### src/rtl/cursor_ctrl.sv
// Cursor controller: four raw buttons are synchronised, debounced and turned into
// single-step events on a saturating (x,y) cursor. Define CURSOR_AUTOREPEAT_EN for hold-to-repeat.
module cursor_ctrl #(
  parameter int DEB_CYCLES = 500000,
  parameter int GRID_MAX   = 7,
  parameter int REP_DELAY  = 25000000,
  parameter int REP_RATE   = 5000000
) (
  input  logic       clk,
  input  logic       rst,
  input  logic       arriba,
  input  logic       abajo,
  input  logic       izquierda,
  input  logic       derecha,
  output logic [3:0] x_select,
  output logic [3:0] y_select,
  output logic       move
);

  localparam int NBTN      = 4;
  localparam int BTN_UP    = 0;
  localparam int BTN_DOWN  = 1;
  localparam int BTN_LEFT  = 2;
  localparam int BTN_RIGHT = 3;

  localparam int              CNT_W    = $clog2(DEB_CYCLES);
  localparam logic [CNT_W-1:0] CNT_LAST = CNT_W'(DEB_CYCLES - 1);
  localparam logic [3:0]      GMAX     = 4'(GRID_MAX);

  if (DEB_CYCLES < 2 || GRID_MAX < 1 || GRID_MAX > 15 || REP_DELAY < 1 || REP_RATE < 1) begin : g_param_err
    $error("cursor_ctrl: illegal parameter set");
  end

  logic [NBTN-1:0]  raw;
  logic [NBTN-1:0]  s1_q, s2_q;
  logic [NBTN-1:0]  deb_q, deb_d, deb_prev_q;
  logic [NBTN-1:0]  evt_q, evt_d;
  logic [NBTN-1:0]  rep_fire;
  logic [CNT_W-1:0] cnt_q [NBTN];
  logic [CNT_W-1:0] cnt_d [NBTN];
  logic [3:0]       x_q, x_d, y_q, y_d;
  logic             move_q, move_d;

  assign raw = {derecha, izquierda, abajo, arriba};

  // Debounce: the level only follows s2 once it has disagreed for DEB_CYCLES cycles.
  always_comb begin
    // NOTE: every combinational output gets a default first so no path can infer a latch.
    deb_d = deb_q;
    for (int i = 0; i < NBTN; i++) begin
      cnt_d[i] = '0;
      if (s2_q[i] != deb_q[i]) begin
        if (cnt_q[i] == CNT_LAST) deb_d[i] = s2_q[i];
        else                      cnt_d[i] = cnt_q[i] + 1'b1;
      end
    end
  end

`ifdef CURSOR_AUTOREPEAT_EN
  localparam int HOLD_MAX = (REP_DELAY > REP_RATE) ? REP_DELAY : REP_RATE;
  localparam int HOLD_W   = $clog2(HOLD_MAX + 1);

  logic [HOLD_W-1:0] hold_q [NBTN];
  logic [HOLD_W-1:0] hold_d [NBTN];
  logic [NBTN-1:0]   rep_phase_q, rep_phase_d;

  // Hold counter targets REP_DELAY until the first repeat, then REP_RATE.
  always_comb begin
    rep_phase_d = rep_phase_q;
    rep_fire    = '0;
    for (int i = 0; i < NBTN; i++) begin
      hold_d[i] = '0;
      if (!deb_q[i]) begin
        rep_phase_d[i] = 1'b0;
      end else if (hold_q[i] == (rep_phase_q[i] ? HOLD_W'(REP_RATE) : HOLD_W'(REP_DELAY))) begin
        rep_fire[i]    = 1'b1;
        hold_d[i]      = HOLD_W'(1);
        rep_phase_d[i] = 1'b1;
      end else begin
        hold_d[i] = hold_q[i] + 1'b1;
      end
    end
  end

  always_ff @(posedge clk or negedge rst) begin
    if (!rst) begin
      rep_phase_q <= '0;
      for (int i = 0; i < NBTN; i++) hold_q[i] <= '0;
    end else begin
      rep_phase_q <= rep_phase_d;
      for (int i = 0; i < NBTN; i++) hold_q[i] <= hold_d[i];
    end
  end
`else
  assign rep_fire = '0;
`endif

  assign evt_d = (deb_q & ~deb_prev_q) | rep_fire;

  always_ff @(posedge clk or negedge rst) begin
    if (!rst) begin
      s1_q       <= '0;
      s2_q       <= '0;
      deb_q      <= '0;
      deb_prev_q <= '0;
      evt_q      <= '0;
      // NOTE: the counter array is reset too, so a press pending at reset is discarded.
      for (int i = 0; i < NBTN; i++) cnt_q[i] <= '0;
    end else begin
      // NOTE: non-blocking assignments so every flop samples pre-edge values.
      s1_q       <= raw;
      s2_q       <= s1_q;
      deb_q      <= deb_d;
      deb_prev_q <= deb_q;
      evt_q      <= evt_d;
      for (int i = 0; i < NBTN; i++) cnt_q[i] <= cnt_d[i];
    end
  end

  // Opposite events on one axis cancel; each axis saturates at 0 and GRID_MAX.
  always_comb begin
    x_d = x_q;
    y_d = y_q;
    if (evt_q[BTN_DOWN] && !evt_q[BTN_UP]) begin
      if (y_q != GMAX) y_d = y_q + 4'd1;
    end else if (evt_q[BTN_UP] && !evt_q[BTN_DOWN]) begin
      if (y_q != 4'd0) y_d = y_q - 4'd1;
    end
    if (evt_q[BTN_RIGHT] && !evt_q[BTN_LEFT]) begin
      if (x_q != GMAX) x_d = x_q + 4'd1;
    end else if (evt_q[BTN_LEFT] && !evt_q[BTN_RIGHT]) begin
      if (x_q != 4'd0) x_d = x_q - 4'd1;
    end
    move_d = (x_d != x_q) || (y_d != y_q);
  end

  always_ff @(posedge clk or negedge rst) begin
    if (!rst) begin
      x_q    <= '0;
      y_q    <= '0;
      move_q <= 1'b0;
    end else begin
      x_q    <= x_d;
      y_q    <= y_d;
      move_q <= move_d;
    end
  end

  assign x_select = x_q;
  assign y_select = y_q;
  assign move     = move_q;

endmodule

### config.mk
export PLATFORM = sky130hd
export DESIGN_NAME = cursor_ctrl
export DESIGN_NICKNAME = d
export VERILOG_FILES = /design/src/rtl/cursor_ctrl.sv
export SDC_FILE = /design/constraint.sdc
export NUM_CORES = 1
export LEC_CHECK = 0
export BUFFER_PORTS_ARGS = -buffer_cell sky130_fd_sc_hd__buf_2
export CORE_UTILIZATION = 35
export CTS_CLUSTER_DIAMETER = 80
export DETAILED_ROUTE_END_ITERATION = 6
export MAX_ROUTING_LAYER = met4
export PLACE_DENSITY = 0.55
export SLEW_MARGIN = 25
export SYNTH_ARGS = -nofsm -noshare
export SYNTH_HDL_FRONTEND = slang
export SYNTH_SLANG_ARGS = --single-unit
### constraint.sdc
create_clock -name clk -period 3.7 [get_ports clk]
set_input_delay 0.37 -clock clk [delete_from_list [all_inputs] [get_ports clk]]
set_output_delay 0.37 -clock clk [all_outputs]
set_load 0.01 [all_outputs]
* After elaboration in Yosys (flattened, before gate mapping)
Cells that the tools add are included.
Word-level totals: output and inout bits 9, bits in registers 105, word-level logic and storage cells 68
Cells by class: bitwise logic cells 2, reductions and logical operators 15, $add $sub $neg 8, equal/unequal tests 12, muxes and demuxes 16
Operators with widths (count):
- $mux 19 | 8
- $add 19x1->19 const B | 4
- $eq 19x19->1 const B | 4
- $mux 4 | 8
- $add 4x1->4 const B | 2
- $ne 4x3->1 const B | 2
- $ne 4x4->1 | 2
- $reduce_and 2->1 | 4
- $reduce_bool 4->1 | 2
- $sub 4x1->4 const B | 2
- $and 4x4->4 | 1
- $logic_and 1x1->1 | 4
- $logic_not 1->1 | 4
- $ne 1x1->1 | 4
- $not 4->4 | 1
- $logic_or 1x1->1 | 1

* Depth between registers and ports, before layout
depth in word-level cells 6, depth in mapped cells 6, mapped depth without buffers 6

* Worst setup path after synthesis
OpenSTA, ideal clock, no wires.
kind register to register, from register cnt_q[68] (netlist name), to register deb_q[0], data required time 3575 ps, arrival time 2038 ps, stages on the path, launching flop included 5, slack 1537 ps, buffers on the path 0, cell sequence dfrtp_1 or4_1 or4_4 nor4_1 mux2_2
Between the ends: word-level cells in the longest chain between the ends 2
RTL lines:
- from (decl) | RTL line 39 | logic [CNT_W-1:0] cnt_q [NBTN];
- $eq 19x19->1 | RTL line 53 | if (cnt_q[i] == CNT_LAST) deb_d[i] = s2_q[i];
- $reduce_and 2->1 (no source line)
- to (signal assigned) | RTL line 104 | deb_q <= '0;
- to (signal assigned) | RTL line 113 | deb_q <= deb_d;
- to (decl) | RTL line 36 | logic [NBTN-1:0] deb_q, deb_d, deb_prev_q;
Every way passes these cells. A chain may end at the register's enable or synchronous reset.

==> metrics.txt <==
Post-CTS Resized=0; slew margin rel.=0.4079; CP Launch Type=flip-flop; Rows=43; Root Buffer=clkbuf_16; Synth Area in Adders=0.01983; Worst R2R End=cnt_q[59]$_DFF_PN0_; Fill cells=between 1000 and 1500; # hold bufs at CTS=0; number of setup buffers added after CTS=0; mux contribution to synthesized area=0.01934; Period minus WS final=2.481 ns; Post-Route WL=about 9 mm; worst r2r path cells=4; Setup TNS=0 ns; synth unique cells=46; CTS tree=built; largest net degree at the start of global routing=77; first-pass GRT wire length=roughly 16 mm; share of cells above drive strength 1=0.08952; crit end category=flip-flop; DIE WIDTH=approximately 120 um; Final #Nets=roughly 530; vias per cell=between 5 and 6; Synth Area in XOR/XNOR=0.1006; HPWL after DPL=6.176 mm; Final setup viols=0; P_leak=2.229 nW; Syn Area/Cell=10.11 um2; peak supply drop=0.2844 mV; global placer's final weighted congestion=about 0.85; Overall Global Routing Usage=0.1406; sequential fraction of the synthesis area=0.5206; fmax=between 400 and 500 MHz; unrepaired setup endpoints after global routing=no; Crit Path Max Fanout=17; I/O Buffers=14; FF+latch area=approximately 2600 um2; multi-input logic area=~2300 um2; pwr/cell area=between 300 and 400 nW/um2; CP Class=reg2reg; Detailed Routing Iterations Pass 1=4; DRC Markers=0; critical-path cell list=or4_1, or4_4, o41ai_4, nor2_1; initial antenna violation count=0; fin. max-slew vios=0; worst-margin pin slew=around 0.89 ns; total grt overflow=0; Clock Latency Late Sink=0.34 ns; CTS H-tree depth=3; outcome=finished, final reports clean; Post-Syn Area=about 5000 um2; crit share post-route=0.6705; maximum clock path buffer count=2; Worst Path Required=3.89 ns; Synth Area in Compound Gates=0.06941; Setup Skew=~0.006 ns; Hold Path Class=in2async; clock sinks=105; 1st-iter DRT viols=between 150 and 200; number of global-route vias before repair=3602; WL per Instance=around 13 um; syn_nets=513; I/O pins=15; Synth Instances=between 400 and 500; CORE AREA=13990 um2; final cell utilization of the core=0.4028; ANT nets after route=0; main combinational cell family by area after synthesis=simple AND/OR/NAND/NOR gates; Area Growth Syn to Fin=11.63%; # Max-Cap Violations=0; Synth warnings=0; CP max stage delay=about 0.73 ns; Synth Area in Simple Gates=0.2424; RR Startpoint=cnt_q[68]$_DFF_PN0_; Hold Fails Final Rpt=0; ANT cells=0; CP max-delay cell=o41ai_4; Starting Density=0.3608; flop-to-flop setup slack=1.22 ns; via count=3633; Num CTS Buffers=9; Die ar.=approximately 15000 um2; Arr. time, crit path=roughly 2.7 ns; Die H=approximately 120 um; Clk pin slew, worst setup/hold paths=approximately 0.07 ns; synthesized flop and latch total=105
## cells in the final DEF, fill, tap and decap left out, drive strengths merged, types with 4 or more instances in the layout
| master | count |
|---|---|
| nor4 | 17 |
| dfrtp | 105 |
| nand4 | 24 |
| nand3 | 28 |
| xnor2 | 43 |
| nor2b | 6 |
| clkbuf | 11 |
| and2 | 4 |
| xor2 | 15 |
| nor2 | 74 |
| nor3 | 15 |
| nand2 | 24 |
| a21oi | 20 |
| or4 | 12 |
| ha | 8 |
| and4 | 4 |
| mux2 | 4 |
| buf | 18 |
| or3 | 10 |
| inv | 26 |
| o21ai | 15 |
## worst max-delay path by stage
| stage | slack, ns | from | endpoint | cells past startpoint |
|---|---|---|---|---|
| after floorplan | 1.54 | cnt_q[68]$_DFF_PN0_ | deb_q[0]$_DFFE_PN0P_ | 4 |
| final | 1.22 | cnt_q[68]$_DFF_PN0_ | cnt_q[59]$_DFF_PN0_ | 4 |
| after global placement | 1.25 | cnt_q[68]$_DFF_PN0_ | cnt_q[67]$_DFF_PN0_ | 4 |
| after detailed placement | 1.22 | cnt_q[68]$_DFF_PN0_ | cnt_q[62]$_DFF_PN0_ | 4 |
| after CTS | 1.20 | cnt_q[68]$_DFF_PN0_ | cnt_q[59]$_DFF_PN0_ | 4 |
| after global routing | 1.02 | cnt_q[57]$_DFF_PN0_ | cnt_q[63]$_DFF_PN0_ | 5 |
## final cells by class
class,instances,area share
flip-flops and latches,105,0.4664
multi-input cells,360,0.4046
clock buffers,11,0.04308
well taps,180,0.03997
repair buffers,18,0.01888
inverters,26,0.01732
clock inverters,5,0.009771
## cell families after synthesis
group / count (synthesis)
adders and majority gates: 8
and+or+nand+nor: 234
muxes: 8
xor gates and xnor gates: 58
buffers and inverters: 34
AOI/OAI and AO/OA: 52
DFF: 105
## cells in the mapped netlist (all sizes together)
cell type	number	area, um2
a32o	2	20.02
ha	8	100.1
nand4	24	150.1
a21o	1	7.510
and2	4	25.02
o211ai	1	7.510
nand2b	1	6.260
nand2	24	90.09
or3	10	62.56
xor2	15	131.4
o31ai	3	22.52
dfrtp	105	2628
nor3b	3	22.52
mux2	4	45.04
o211a	1	10.01
nor2b	6	37.54
and4	4	35.03
o41ai	3	60.06
nor3	15	75.07
nor4	17	106.4
or4	12	93.84
mux4	1	22.52
or3b	1	8.760
clkbuf	5	18.77
xnor2	43	376.6
a21oi	20	100.1
nor4b	2	17.52
a31oi	2	12.51
nand3b	3	22.52
nand3	28	140.1
o22ai	1	6.260
o22a	1	8.760
o21ai	15	78.83
or4bb	3	33.78
nor2	74	277.8
buf	3	23.77
mux2i	3	30.03
inv	26	97.59
a311oi	1	8.760
a21boi	1	7.510
or2	3	18.77
## metal layers
metal,GRT usage,share of wire,up-vias
met2,0.2228,0.47,55
li1,-,-,1801
met3,0.02996,0.027,10
met1,0.1777,0.49,1767
met5,-,0,-
met4,0.04878,0.014,0
## worst max-delay path, delay by kind of cell (launching register included)
kind / cells / cell delay, ns
flip-flops: 1 / 0.44
AND/OR/NAND/NOR: 3 / 1.16
AO/OA/AOI/OAI: 1 / 0.73
## metrics by stage
stage	area, um2	setup WS, ns	std cells	power, mW	hold WS [ns]
6_report	5634	1.219	705	2.197	0.03280
5_1_grt	5634	1.021	705	2.295	0.09964
4_1_cts	5630	1.199	705	2.235	0.1107
3_5_place_dp	5333	1.218	689	1.265	0.3394
3_3_place_gp	5333	1.251	689	1.263	0.3318
2_1_floorplan	5047	1.537	499	1.228	0.07441
## flip-flops by register name, indices dropped and copies added, names as in the netlist
| register | flops |
|---|---|
| deb_q | 4 |
| x_select | 4 |
| y_select | 4 |
| s2_q | 4 |
| cnt_q | 76 |
| deb_prev_q | 4 |
| s1_q | 4 |
| evt_q | 4 |
| move | 1 |
## power by group
group	switching [mW]	internal, mW
Combinational	0.0455	0.0188
Clock	0.415	0.541
Sequential	0.0138	1.16
(Power assumes the default switching activity.)
